`src/rtl/mlp_pkg.sv`:
```
// Shared constants for the sequential MLP classifier: default widths, FSM states,
// and the trained layer weights and biases.
package mlp_pkg;

    localparam int N_IN   = 9;
    localparam int IN_W   = 4;
    localparam int N_HID  = 3;
    localparam int W_W    = 8;
    localparam int HID_W  = 13;
    localparam int ACC0_W = 14;
    localparam int ACC1_W = 22;

    typedef enum logic [1:0] {
        ST_IDLE = 2'd0,
        ST_L0   = 2'd1,
        ST_L1   = 2'd2,
        ST_DONE = 2'd3
    } state_t;

    localparam logic signed [W_W-1:0] W0 [N_HID][N_IN] = '{
        '{-8'sd30, -8'sd13,  8'sd3,  -8'sd8,   8'sd7,  8'sd7,  8'sd40,  8'sd10,  8'sd38},
        '{ 8'sd33,  8'sd68,  8'sd79,  8'sd58, -8'sd17,  8'sd40, 8'sd42,  8'sd6,  -8'sd20},
        '{ 8'sd50,  8'sd27, -8'sd7,  -8'sd13,  8'sd30,  8'sd74, 8'sd1,  -8'sd20,  8'sd12}
    };

    // Layer-0 biases packed as 32-bit signed words, neuron h at bits [h*32 +: 32].
    localparam logic [N_HID*32-1:0] B0 = {-32'sd441, -32'sd362, 32'sd662};

    localparam logic signed [W_W-1:0] W1 [N_HID] = '{-8'sd18, 8'sd86, 8'sd61};
    localparam int B1 = -32'sd110178;

endpackage

```
`src/rtl/mlp_relu_sat.sv`:
```
// ReLU with optional unsigned saturation to OUT_BITS; shared by hidden and output neurons.
module mlp_relu_sat #(
    parameter int IN_BITS  = 14,
    parameter int OUT_BITS = 13,
    parameter bit SAT      = 1'b1
) (
    input  logic signed [IN_BITS-1:0]  din_i,
    output logic        [OUT_BITS-1:0] dout_o
);
    localparam int CW = (IN_BITS > OUT_BITS + 1) ? IN_BITS : OUT_BITS + 1;

    logic signed [CW-1:0] din_ext_s;
    logic signed [CW-1:0] max_s;

    // Clamp negatives to zero and, when enabled, large positives to all-ones.
    always_comb begin
        din_ext_s = CW'(din_i);
        max_s     = $signed(CW'({OUT_BITS{1'b1}}));
        if (din_ext_s[CW-1]) begin
            dout_o = '0;
        end else if (SAT && (din_ext_s > max_s)) begin
            dout_o = '1;
        end else begin
            dout_o = din_ext_s[OUT_BITS-1:0];
        end
    end

endmodule

```
`src/rtl/seq_mlp_classifier.sv`:
```
// Two-layer MLP classifier evaluated with one shared signed MAC, one product per cycle,
// behind valid/ready handshakes on the feature input and the result output.
module seq_mlp_classifier
    import mlp_pkg::*;
#(
    parameter int                    HID_BITS  = HID_W,
    parameter int                    ACC0_BITS = ACC0_W,
    parameter int                    ACC1_BITS = ACC1_W,
    parameter logic [N_HID*32-1:0]   B0_P      = B0,
    parameter int                    B1_P      = B1
) (
    input  logic                   clk,
    input  logic                   rst,
    input  logic                   in_valid,
    output logic                   in_ready,
    input  logic [N_IN*IN_W-1:0]   in_data,
    output logic                   out_valid,
    input  logic                   out_ready,
    output logic [ACC1_BITS-2:0]   out_value,
    output logic                   out_class
);
    localparam int F_W    = $clog2(N_IN);
    localparam int H_W    = $clog2(N_HID);
    localparam int OP_W   = HID_BITS + 1;
    localparam int PROD_W = OP_W + W_W;

    state_t                      state_q;
    logic [F_W-1:0]              f_q;
    logic [H_W-1:0]              h_q;
    logic [N_IN*IN_W-1:0]        x_q;
    logic signed [ACC0_BITS-1:0] acc0_q;
    logic signed [ACC1_BITS-1:0] acc1_q;
    logic [HID_BITS-1:0]         hid_q [N_HID];
    logic                        in_ready_q;
    logic                        out_valid_q;
    logic                        out_class_q;
    logic [ACC1_BITS-2:0]        out_value_q;

    logic signed [OP_W-1:0]      mac_a_s;
    logic signed [W_W-1:0]       mac_b_s;
    logic signed [PROD_W-1:0]    prod_s;
    logic signed [ACC0_BITS-1:0] sum0_s;
    logic signed [ACC1_BITS-1:0] sum1_s;
    logic [HID_BITS-1:0]         hid_s;
    logic [ACC1_BITS-2:0]        out_s;

    // Shared MAC: operands are zero-extended activations times signed weights.
    always_comb begin
        mac_a_s = '0;
        mac_b_s = '0;
        if (state_q == ST_L1) begin
            mac_a_s = $signed({1'b0, hid_q[h_q]});
            mac_b_s = W1[h_q];
        end else begin
            mac_a_s = $signed(OP_W'(x_q[f_q*IN_W +: IN_W]));
            mac_b_s = W0[h_q][f_q];
        end
        prod_s = PROD_W'(mac_a_s) * PROD_W'(mac_b_s);
        sum0_s = ((f_q == '0) ? ACC0_BITS'($signed(B0_P[h_q*32 +: 32])) : acc0_q)
                 + ACC0_BITS'(prod_s);
        sum1_s = ((h_q == '0) ? ACC1_BITS'(B1_P) : acc1_q) + ACC1_BITS'(prod_s);
    end

    mlp_relu_sat #(
        .IN_BITS  (ACC0_BITS),
        .OUT_BITS (HID_BITS),
        .SAT      (1'b1)
    ) u_relu_hid (
        .din_i  (sum0_s),
        .dout_o (hid_s)
    );

    mlp_relu_sat #(
        .IN_BITS  (ACC1_BITS),
        .OUT_BITS (ACC1_BITS - 1),
        .SAT      (1'b0)
    ) u_relu_out (
        .din_i  (sum1_s),
        .dout_o (out_s)
    );

    // Sequencer: accept, layer-0 MACs, layer-1 MACs, hold result until consumed.
    always_ff @(posedge clk) begin
        if (rst) begin
            state_q     <= ST_IDLE;
            f_q         <= '0;
            h_q         <= '0;
            x_q         <= '0;
            acc0_q      <= '0;
            acc1_q      <= '0;
            for (int i = 0; i < N_HID; i++) begin
                hid_q[i] <= '0;
            end
            in_ready_q  <= 1'b0;
            out_valid_q <= 1'b0;
            out_value_q <= '0;
            out_class_q <= 1'b0;
        end else begin
            case (state_q)
                ST_IDLE: begin
                    in_ready_q <= 1'b1;
                    if (in_valid && in_ready_q) begin
                        x_q        <= in_data;
                        f_q        <= '0;
                        h_q        <= '0;
                        in_ready_q <= 1'b0;
                        state_q    <= ST_L0;
                    end
                end
                ST_L0: begin
                    acc0_q <= sum0_s;
                    if (f_q == F_W'(N_IN - 1)) begin
                        hid_q[h_q] <= hid_s;
                        f_q        <= '0;
                        if (h_q == H_W'(N_HID - 1)) begin
                            h_q     <= '0;
                            state_q <= ST_L1;
                        end else begin
                            h_q <= h_q + 1'b1;
                        end
                    end else begin
                        f_q <= f_q + 1'b1;
                    end
                end
                ST_L1: begin
                    acc1_q <= sum1_s;
                    if (h_q == H_W'(N_HID - 1)) begin
                        out_value_q <= out_s;
                        out_class_q <= |out_s;
                        out_valid_q <= 1'b1;
                        h_q         <= '0;
                        state_q     <= ST_DONE;
                    end else begin
                        h_q <= h_q + 1'b1;
                    end
                end
                ST_DONE: begin
                    if (out_ready) begin
                        out_valid_q <= 1'b0;
                        in_ready_q  <= 1'b1;
                        state_q     <= ST_IDLE;
                    end
                end
                default: begin
                    state_q <= ST_IDLE;
                end
            endcase
        end
    end

    assign in_ready  = in_ready_q;
    assign out_valid = out_valid_q;
    assign out_value = out_value_q;
    assign out_class = out_class_q;

endmodule

```
`config.mk`:
```
export PLATFORM = sky130hd
export DESIGN_NAME = seq_mlp_classifier
export DESIGN_NICKNAME = d
export VERILOG_FILES = /design/src/rtl/mlp_pkg.sv /design/src/rtl/mlp_relu_sat.sv /design/src/rtl/seq_mlp_classifier.sv
export SDC_FILE = /design/constraint.sdc
export NUM_CORES = 1
export LEC_CHECK = 0
export ABC_CLOCK_PERIOD_IN_PS = 9310
export CAP_MARGIN = 20
export CORE_ASPECT_RATIO = 1.4
export CORE_MARGIN = 2
export CORE_UTILIZATION = 60
export CTS_CLUSTER_SIZE = 10
export DETAILED_ROUTE_END_ITERATION = 8
export DONT_BUFFER_PORTS = 1
export PLACE_DENSITY = 0.75
export SETUP_SLACK_MARGIN = 0.05
export SLEW_MARGIN = 20
export SYNTH_ARGS = -nofsm -noshare
export SYNTH_HDL_FRONTEND = slang
export SYNTH_SLANG_ARGS = --single-unit
```
`constraint.sdc`:
```
create_clock -name clk -period 9.31 [get_ports clk]
set_clock_uncertainty 0.1 [all_clocks]
set_input_delay 1.862 -clock clk [delete_from_list [all_inputs] [get_ports clk]]
set_output_delay 1.862 -clock clk [all_outputs]
set_load 0.03 [all_outputs]
```
==> results.md, run 1 <==
* Outcome: finished clean
* Antenna Nets Post-Route at 0
* Yosys warning total at 0
* Achievable Freq at 0.116 GHz
* I/O Buffers at 0
* Drt pass-1 iters at 5
* DR vias/cell at 6.12
* # Max-Cap Violations at 0
* Post-CTS Hold Buffers at 0
* CTS clk-pin slew, worst paths at 80 ps
* H-tree levels at 4
* Clk sinks at 158
* Asr flop ratio synth at 0
* GPL Wtd Cong at 0.948
* Final setup vio count at 0
* Clock Latency Late Sink at 440 ps
* Crit path max fanout at 24
* Setup TNS at 0 ps
* CP required at 9550 ps
* Fin. max-slew vios at 0
* Fin. Hold Viols at 0
* Vias at 10,300
* Post-route DRC at 0
* Filler cells at 1,765
* Post-Synthesis Cells at 1,446
* First-pass GRT wire length at 51,000 µm
* Reg-to-reg slack, setup at 690 ps
* Hold slack at 353 ps
* Post-Syn Area per Cell at 8.64 µm²
* Initial Utilization at 0.610
* Core ar. at 20,500 µm²
* Most common cell after layout, fill and taps aside: nor2_1
* Vias in the first global route at 10,400
* Post-synth EDFFs at 52
* RSZ-0062 raised after global routing: false
* Min Tclk post-route at 8620 ps
* Root buf cell: clkbuf_16
* Die area at 22,000 µm²
* Crit-path slowest cell: dfxtp_1
* Slew @ Worst Pin at 971 ps
* Share of cells above drive strength 1 at 0.0802
* HP Class: register to register
* Final Non-Filler Cells at 1,677
* Inst Count DP at 1,645
* CTS tree: built
* Area delta synth->final at 6.23%
* Post-DP HPWL at 23,900 µm
* Synth Register Bits at 158
* # rows at 62
* Clock Path Buffers at 2
* Seq/Total Area, Yosys at 0.295
* CP endpoint kind: register
* CTS Buf Count at 17
* Reg2Reg Depth at 30
* Slowest stage delay, CP at 680 ps
* WL final at 31,500 µm
* Gr usage total at 0.292
* Hold depth at 2
* Initial antenna violation count at 0
* Synth unique cells at 66
* GRT Residual Overflow at 0
* Syn Nets at 1,655
* I/O Pins at 64
* WL/cell at 18.8 µm
* Die X at 126 µm
* Fin nets at 1,617
* Die outline height at 175 µm
* Antenna Cells at 0
* Commonest cells after routing, fill and taps aside: 212 x nor2_1, 155 x nand2_1, 132 x inv_1
* Crit path top cell by count: fa_1
* Post-CTS setup buffers at 0
* Mapped Area at 12,500 µm²
* Rel. slew slack at 0.353
* Setup CP Type: register to register
* Final Cycle Share at 0.926
* Most used DFF post-synth: dfxtp_1
* Initial DRC Count at 736
* Largest net degree at the start of global routing at 110
* Crit path DAT at 8860 ps
* Startpoint type of the worst setup path: register
-- logic make-up after synthesis --
| logic type | count (synthesis) | synth area share |
|---|---|---|
| flops | 158 | 0.295 |
| compound gates | 284 | 0.148 |
| simple gates | 535 | 0.190 |
| xor+xnor | 42 | 0.0305 |
| mux | 50 | 0.0613 |
| buf+inv | 208 | 0.0646 |
| fa+ha+maj | 169 | 0.211 |
-- cell usage after synthesis, types with 4 or more instances --
| cell | number | share of area |
|---|---|---|
| a211oi_1 | 11 | 0.0066 |
| a21o_1 | 26 | 0.016 |
| a21oi_1 | 115 | 0.046 |
| a221oi_1 | 4 | 0.0028 |
| a22oi_1 | 9 | 0.0054 |
| a311o_1 | 4 | 0.0032 |
| a311oi_1 | 4 | 0.0028 |
| a31oi_1 | 8 | 0.0040 |
| a32oi_1 | 4 | 0.0028 |
| and2_1 | 15 | 0.0075 |
| and3_1 | 10 | 0.0050 |
| buf_1 | 5 | 0.0015 |
| buf_2 | 11 | 0.0044 |
| clkbuf_1 | 57 | 0.017 |
| dfxtp_1 | 106 | 0.17 |
| edfxtp_1 | 52 | 0.12 |
| fa_1 | 69 | 0.11 |
| ha_1 | 100 | 0.10 |
| inv_1 | 132 | 0.040 |
| mux2i_1 | 27 | 0.022 |
| mux4_2 | 21 | 0.038 |
| nand2_1 | 155 | 0.047 |
| nand2b_1 | 6 | 0.0030 |
| nand3_1 | 32 | 0.013 |
| nand4_1 | 22 | 0.011 |
| nor2_1 | 212 | 0.064 |
| nor2b_1 | 16 | 0.0080 |
| nor3_1 | 22 | 0.0088 |
| o211ai_1 | 6 | 0.0036 |
| o21a_1 | 12 | 0.0072 |
| o21ai_0 | 34 | 0.014 |
| o22ai_1 | 8 | 0.0040 |
| o31ai_1 | 7 | 0.0042 |
| or2_2 | 31 | 0.016 |
| xnor2_1 | 26 | 0.018 |
| xor2_1 | 15 | 0.011 |
-- worst paths after layout --
| kind | from | end |
|---|---|---|
| setup reg to reg | f_q[0] | out_class |
| hold / removal | x_q[15] | x_q[15] |
| hold reg to reg | x_q[15] | x_q[15] |
| setup / recovery | f_q[0] | out_class |
-- sequential cells by signal, summed over array words and instances, names as in the netlist, named ones only --
name	count
acc0_q	14
acc1_q	22
f_q	4
h_q	2
hid_q	52
in_ready	1
out_class	1
out_valid	1
out_value	21
state_q	2
x_q	36
-- critical path, delay by kind of cell (launching register included) --
family                     cells  cell delay (ps)
muxes                          2             1160
AOI/OAI and AO/OA              9             2000
DFF                            1              680
adders and majority gates      6             2630
xor gates and xnor gates       1              130
buffers and inverters          4              550
and+or+nand+nor                8             1290
-- what timing repair did --
| item | CTS | global route |
|---|---|---|
| resized for setup | 0 | 2 |
| endpoints found under the setup margin | 0 | 1 |
| hold endpoints to repair | 0 | 0 |
-- per-layer routing --
layer / global-route usage / up-vias / wire (µm) / part of all wire
li1: - / 4887 / - / -
met1: 0.328 / 4920 / 12000 / 0.38
met2: 0.513 / 353 / 15900 / 0.51
met3: 0.0472 / 111 / 1580 / 0.050
met4: 0.181 / 0 / 1910 / 0.061
met5: 0 / - / 0 / 0
-- cell type report --
cell class                      count  area, µm²  area share
Timing Repair Buffer               19        143      0.0107
Clock buffer                       17        425      0.0320
Multi-Input combinational cell   1080       8020       0.604
Inverter                          132        495      0.0373
Sequential cell                   158       3680       0.277
Tap cell                          256        320      0.0241
Clock inverter                     15        185      0.0139
-- per-stage QoR --
| stage | utilization | worst slack, ps | instance area [µm²] |
|---|---|---|---|
| 6_report | 0.648 | 688 | 13300 |
| 5_1_grt | 0.648 | 48.5 | 13300 |
| 4_1_cts | 0.648 | 689 | 13300 |
| 3_5_place_dp | 0.618 | 678 | 12700 |
| 3_3_place_gp | 0.618 | 842 | 12700 |
| 2_1_floorplan | - | 1190 | 12500 |
Power of run 1 is not shown: default switching activity piles up to over one toggle a cycle in this logic, so the estimate is an artifact.
==> inputs of run 2 (changes only) <==
--- a/config.mk
+++ b/config.mk
@@ -8,7 +8,6 @@
 export ABC_CLOCK_PERIOD_IN_PS = 9310
 export CAP_MARGIN = 20
 export CORE_ASPECT_RATIO = 1.4
-export CORE_MARGIN = 2
 export CORE_UTILIZATION = 60
 export CTS_CLUSTER_SIZE = 10
 export DETAILED_ROUTE_END_ITERATION = 8
==> run 2 against run 1 <==
Against the previous run: worst setup slack improved by 180 ps; core utilization decreased by 0.24 points; die area fell by 2.7%; worst hold slack lost 1.4 ps; final cell count hardly changed; design area fell by 0.38%; register-to-register slack better by 180 ps; non-clock buffer count rose by 1; wire length grew 1.4%; first-iteration DRC count down 7.2%; highest routed layer unchanged.
==> results.md, run 2 (synthesis results as in run 1) <==
* Commonest cells after routing, fill and taps aside: 212 x nor2_1, 155 x nand2_1, 132 x inv_1
* Antenna Cells at 0
* CTS clk-pin slew, worst paths at 60 ps
* Die X at 124 µm
* Antenna Nets Post-Route at 0
* First-pass GRT wire length at 51,600 µm
* # Max-Cap Violations at 0
* # rows at 62
* I/O Buffers at 0
* Filler cells at 1,753
* Area delta synth->final at 5.83%
* RSZ-0062 raised after global routing: false
* Initial antenna violation count at 0
* Crit path max fanout at 11
* Largest net degree at the start of global routing at 110
* Post-CTS Hold Buffers at 0
* Crit-path slowest cell: nor3_2
* Initial Utilization at 0.610
* GRT Residual Overflow at 0
* H-tree levels at 4
* Outcome: finished clean
* Post-route DRC at 0
* Fin. Hold Viols at 0
* Clock Path Buffers at 2
* Slew @ Worst Pin at 956 ps
* Die area at 21,400 µm²
* Final setup vio count at 0
* Die outline height at 173 µm
* Setup TNS at 0 ps
* Finished Core Util at 0.646
* DR vias/cell at 6.09
* Initial DRC Count at 683
* WL/cell at 19.0 µm
* Min Tclk post-route at 8440 ps
* Core ar. at 20,500 µm²
* Inst Count DP at 1,646
* Rel. slew slack at 0.361
* Startpoint type of the worst setup path: register
* Drt pass-1 iters at 5
* Largest register FFs at 52
* Final Non-Filler Cells at 1,678
* Most common cell after layout, fill and taps aside: nor2_1
* Share of cells above drive strength 1 at 0.0788
* Gr usage total at 0.315
* Achievable Freq at 0.118 GHz
* Placed cell areas at 12,700 µm²
* Clk sinks at 158
* Slowest stage delay, CP at 590 ps
* CP endpoint kind: register
* Vias at 10,200
* CTS Buf Count at 17
* Clock Latency Late Sink at 440 ps
* Post-DP HPWL at 24,000 µm
* Fin. max-slew vios at 0
* HP Class: register to register
* Largest register by flop count: hid_q
* Vias in the first global route at 10,500
* Regs by FF count: hid_q (52), x_q (36), acc1_q (22)
* I/O Pins at 64
* CP required at 9540 ps
* Crit path DAT at 8670 ps
* Final Cycle Share at 0.907
* Root buf cell: clkbuf_16
* Setup CP Type: register to register
* WL final at 31,900 µm
* Fin nets at 1,618
* Design area at 13,200 µm²
* CTS tree: built
* GPL Wtd Cong at 0.996
run 2: routing by layer:
metal  GRT usage  vias to the layer above  part of all wire
met1       0.351                     4878              0.38
met2       0.547                      347              0.51
met5           0                        -                 0
met4       0.185                        0             0.058
met3      0.0594                      108             0.046
li1            -                     4885                 -
run 2: critical path: cells and delay by family (launching register included):
kind | cells | cell delay (ps)
adders and majority gates | 6 | 2410
AOI/OAI and AO/OA | 10 | 2290
and+or+nand+nor | 9 | 2090
DFF | 1 | 560
buffers and inverters | 4 | 450
muxes | 1 | 320
xor gates and xnor gates | 1 | 130
run 2: area by class of cell:
| type | instances | area, µm² | area share |
|---|---|---|---|
| clock buffers | 24 | 473 | 0.0358 |
| clock inverters | 8 | 82.6 | 0.00624 |
| inverters | 132 | 495 | 0.0375 |
| multi-input cells | 1080 | 8020 | 0.606 |
| flip-flops and latches | 158 | 3680 | 0.279 |
| well taps | 256 | 320 | 0.0242 |
| repair buffers | 20 | 150 | 0.0114 |
run 2: final timing paths:
kind	from	to	slack [ps]	cells past startpoint
min reg2reg	x_q[24]	x_q[24]	350	2
max	f_q[3]	out_class	870	31
min	x_q[24]	x_q[24]	350	2
max reg2reg	f_q[3]	out_class	870	31
run 2: metrics by stage:
stage | hold WS [ps] | setup slack, ps
final | 352 | 867
after floorplan | 333 | 1190
after global placement | 337 | 561
after detailed placement | 339 | 452
after global routing | 372 | 225
after CTS | 347 | 389
run 2: timing repair:
action,in CTS,in global routing
endpoints found under the setup margin,0,24
resized for setup,0,4
setup buffers,0,0
Power of run 2 is left out for the same reason.
==> inputs of run 3 (changes only) <==
--- a/config.mk
+++ b/config.mk
@@ -5,9 +5,8 @@
 export SDC_FILE = /design/constraint.sdc
 export NUM_CORES = 1
 export LEC_CHECK = 0
-export ABC_CLOCK_PERIOD_IN_PS = 9310
+export ABC_CLOCK_PERIOD_IN_PS = 9800
 export CAP_MARGIN = 20
-export CORE_ASPECT_RATIO = 1.4
 export CORE_UTILIZATION = 60
 export CTS_CLUSTER_SIZE = 10
 export DETAILED_ROUTE_END_ITERATION = 8
==> constraint.sdc (replaced) <==
create_clock -name clk -period 9.8 [get_ports clk]
set_clock_uncertainty 0.1 [all_clocks]
set_input_delay 1.96 -clock clk [delete_from_list [all_inputs] [get_ports clk]]
set_output_delay 1.96 -clock clk [all_outputs]
set_load 0.03 [all_outputs]
==> run 3 against run 2 <==
Against the previous run: via count decreased by 0.79%; sequential share of layout area is essentially flat; register-to-register slack lost 70 ps; worst setup slack got worse by 72 ps; core utilization rose by 0.52 points; count of clock-buffer cells in the layout fell by 5; critical endpoint unchanged; flip-flop and latch count did not move; largest cell class unchanged; worst hold slack better by 2.7 ps; global-route usage fell by 1.9 points; design area about the same; critical path depth did not move.
==> results.md, run 3 (synthesis results as in run 1) <==
* Outcome: finished clean
* HP Class: register to register
* CP endpoint kind: register
* Design area at 13,200 µm²
* Root buf cell: clkbuf_16
* CP required at 10,040 ps
* Post-DP HPWL at 22,300 µm
* Share of cells above drive strength 1 at 0.0755
* Inst Count DP at 1,655
* Vias in the first global route at 9,758
* Largest net degree at the start of global routing at 110
* Setup CP Type: register to register
* Final Cycle Share at 0.919
* Initial DRC Count at 715
* Largest register by flop count: hid_q
* Post-route DRC at 0
* Clk sinks at 158
* Clock Latency Late Sink at 430 ps
* Antenna Cells at 0
* Fin. max-slew vios at 0
* Die X at 146 µm
* I/O Buffers at 0
* CTS Buf Count at 17
* Crit-path slowest cell: nor3_1
* Die outline height at 146 µm
* Area delta synth->final at 5.74%
* FF-to-FF Start: f_q[3]
* Capture point of the worst reg-to-reg path: out_class
* Post-CTS Hold Buffers at 0
* Min Tclk post-route at 9010 ps
* CTS clk-pin slew, worst paths at 70 ps
* GRT Residual Overflow at 0
* Slowest stage delay, CP at 900 ps
* Vias at 10,100
* DR vias/cell at 6.01
* Startpoint type of the worst setup path: register
* PostCTS Resize Cnt at 0
* Area of the multi-input gates at 8010 µm²
* Gr usage total at 0.296
* WL/cell at 18.1 µm
* I/O Pins at 64
* Final Non-Filler Cells at 1,687
* Crit path DAT at 9240 ps
* Antenna Nets Post-Route at 0
* Rel. slew slack at 0.297
* Fin nets at 1,613
* # Max-Cap Violations at 0
* Largest register FFs at 52
* Slew @ Worst Pin at 1050 ps
* RSZ-0062 raised after global routing: false
* Initial antenna violation count at 0
* Final setup vio count at 0
* Placed cell areas at 12,600 µm²
* Clock Path Buffers at 2
* Hold slack at 355 ps
* Filler cells at 1,748
* Drt pass-1 iters at 5
* WL final at 30,600 µm
* Setup crit start: f_q[3]
* Reg2Reg Depth at 31
* Register area at 3680 µm²
* Last element of the critical path: out_class
* Setup TNS at 0 ps
* Regs by FF count: hid_q (52), x_q (36), acc1_q (22)
* CTS tree: built
* # rows at 52
* GPL Wtd Cong at 0.899
* Core ar. at 20,300 µm²
* Fin. Hold Viols at 0
* Most common cell after layout, fill and taps aside: nor2_1
* Achievable Freq at 0.111 GHz
* H-tree levels at 4
* Initial Utilization at 0.616
* Commonest cells after routing, fill and taps aside: 212 x nor2_1, 155 x nand2_1, 132 x inv_1
* Post-CTS setup buffers at 0
* Crit path max fanout at 23
* Reg-to-reg slack, setup at 790 ps
* First-pass GRT wire length at 50,100 µm
* Die area at 21,400 µm²
-- run 3: changes by cell type in the layout (fill, tap and decap cells not counted), sizes merged --
cell      previous run  this run
clkbuf              24        19
buf                 20        15
clkinvlp             3         2
inv                135       141
bufinv               1         0
clkinv               1         2
-- run 3: worst min path at each step --
| stage | from | to | slack (ps) | cells after the start |
|---|---|---|---|---|
| 2_1_floorplan | x_q[10] | x_q[10] | 330 | 2 |
| 3_3_place_gp | x_q[27] | x_q[27] | 340 | 2 |
| 3_5_place_dp | x_q[6] | x_q[6] | 340 | 2 |
| 4_1_cts | x_q[6] | x_q[6] | 350 | 2 |
| 5_1_grt | x_q[13] | x_q[13] | 380 | 2 |
| 6_report | x_q[6] | x_q[6] | 350 | 2 |
-- run 3: stage by stage --
stage                util  setup slack, ps
finish              0.651              795
global route        0.651              149
CTS                 0.651              872
detailed placement  0.623              949
global placement    0.623             1070
floorplan               -             1680
-- run 3: layout make-up --
class	instances	share of cell area
Inverter	132	0.0375
Sequential cell	158	0.279
Multi-Input combinational cell	1080	0.606
Clock buffer	19	0.0344
Clock inverter	13	0.00909
Tap cell	270	0.0256
Timing Repair Buffer	15	0.00852
-- run 3: critical path, delay by kind of cell (launching register included) --
kind                     cells  cell delay [ps]
AO/OA/AOI/OAI               12             2530
adder cells (fa/ha/maj)      6             2500
AND/OR/NAND/NOR              7             2410
flip-flops                   1              550
buffers and inverters        4              460
multiplexers                 1              280
XOR/XNOR                     1               80
-- run 3: per-layer routing --
layer / share of wire / up-vias / GRT usage / routed length (µm)
met5: 0 / - / 0 / 0
met4: 0.021 / 0 / 0.0870 / 646
met3: 0.065 / 48 / 0.0459 / 2000
met2: 0.46 / 360 / 0.464 / 14200
met1: 0.45 / 4849 / 0.423 / 13700
li1: - / 4880 / - / -
Power of run 3 is left out for the same reason.
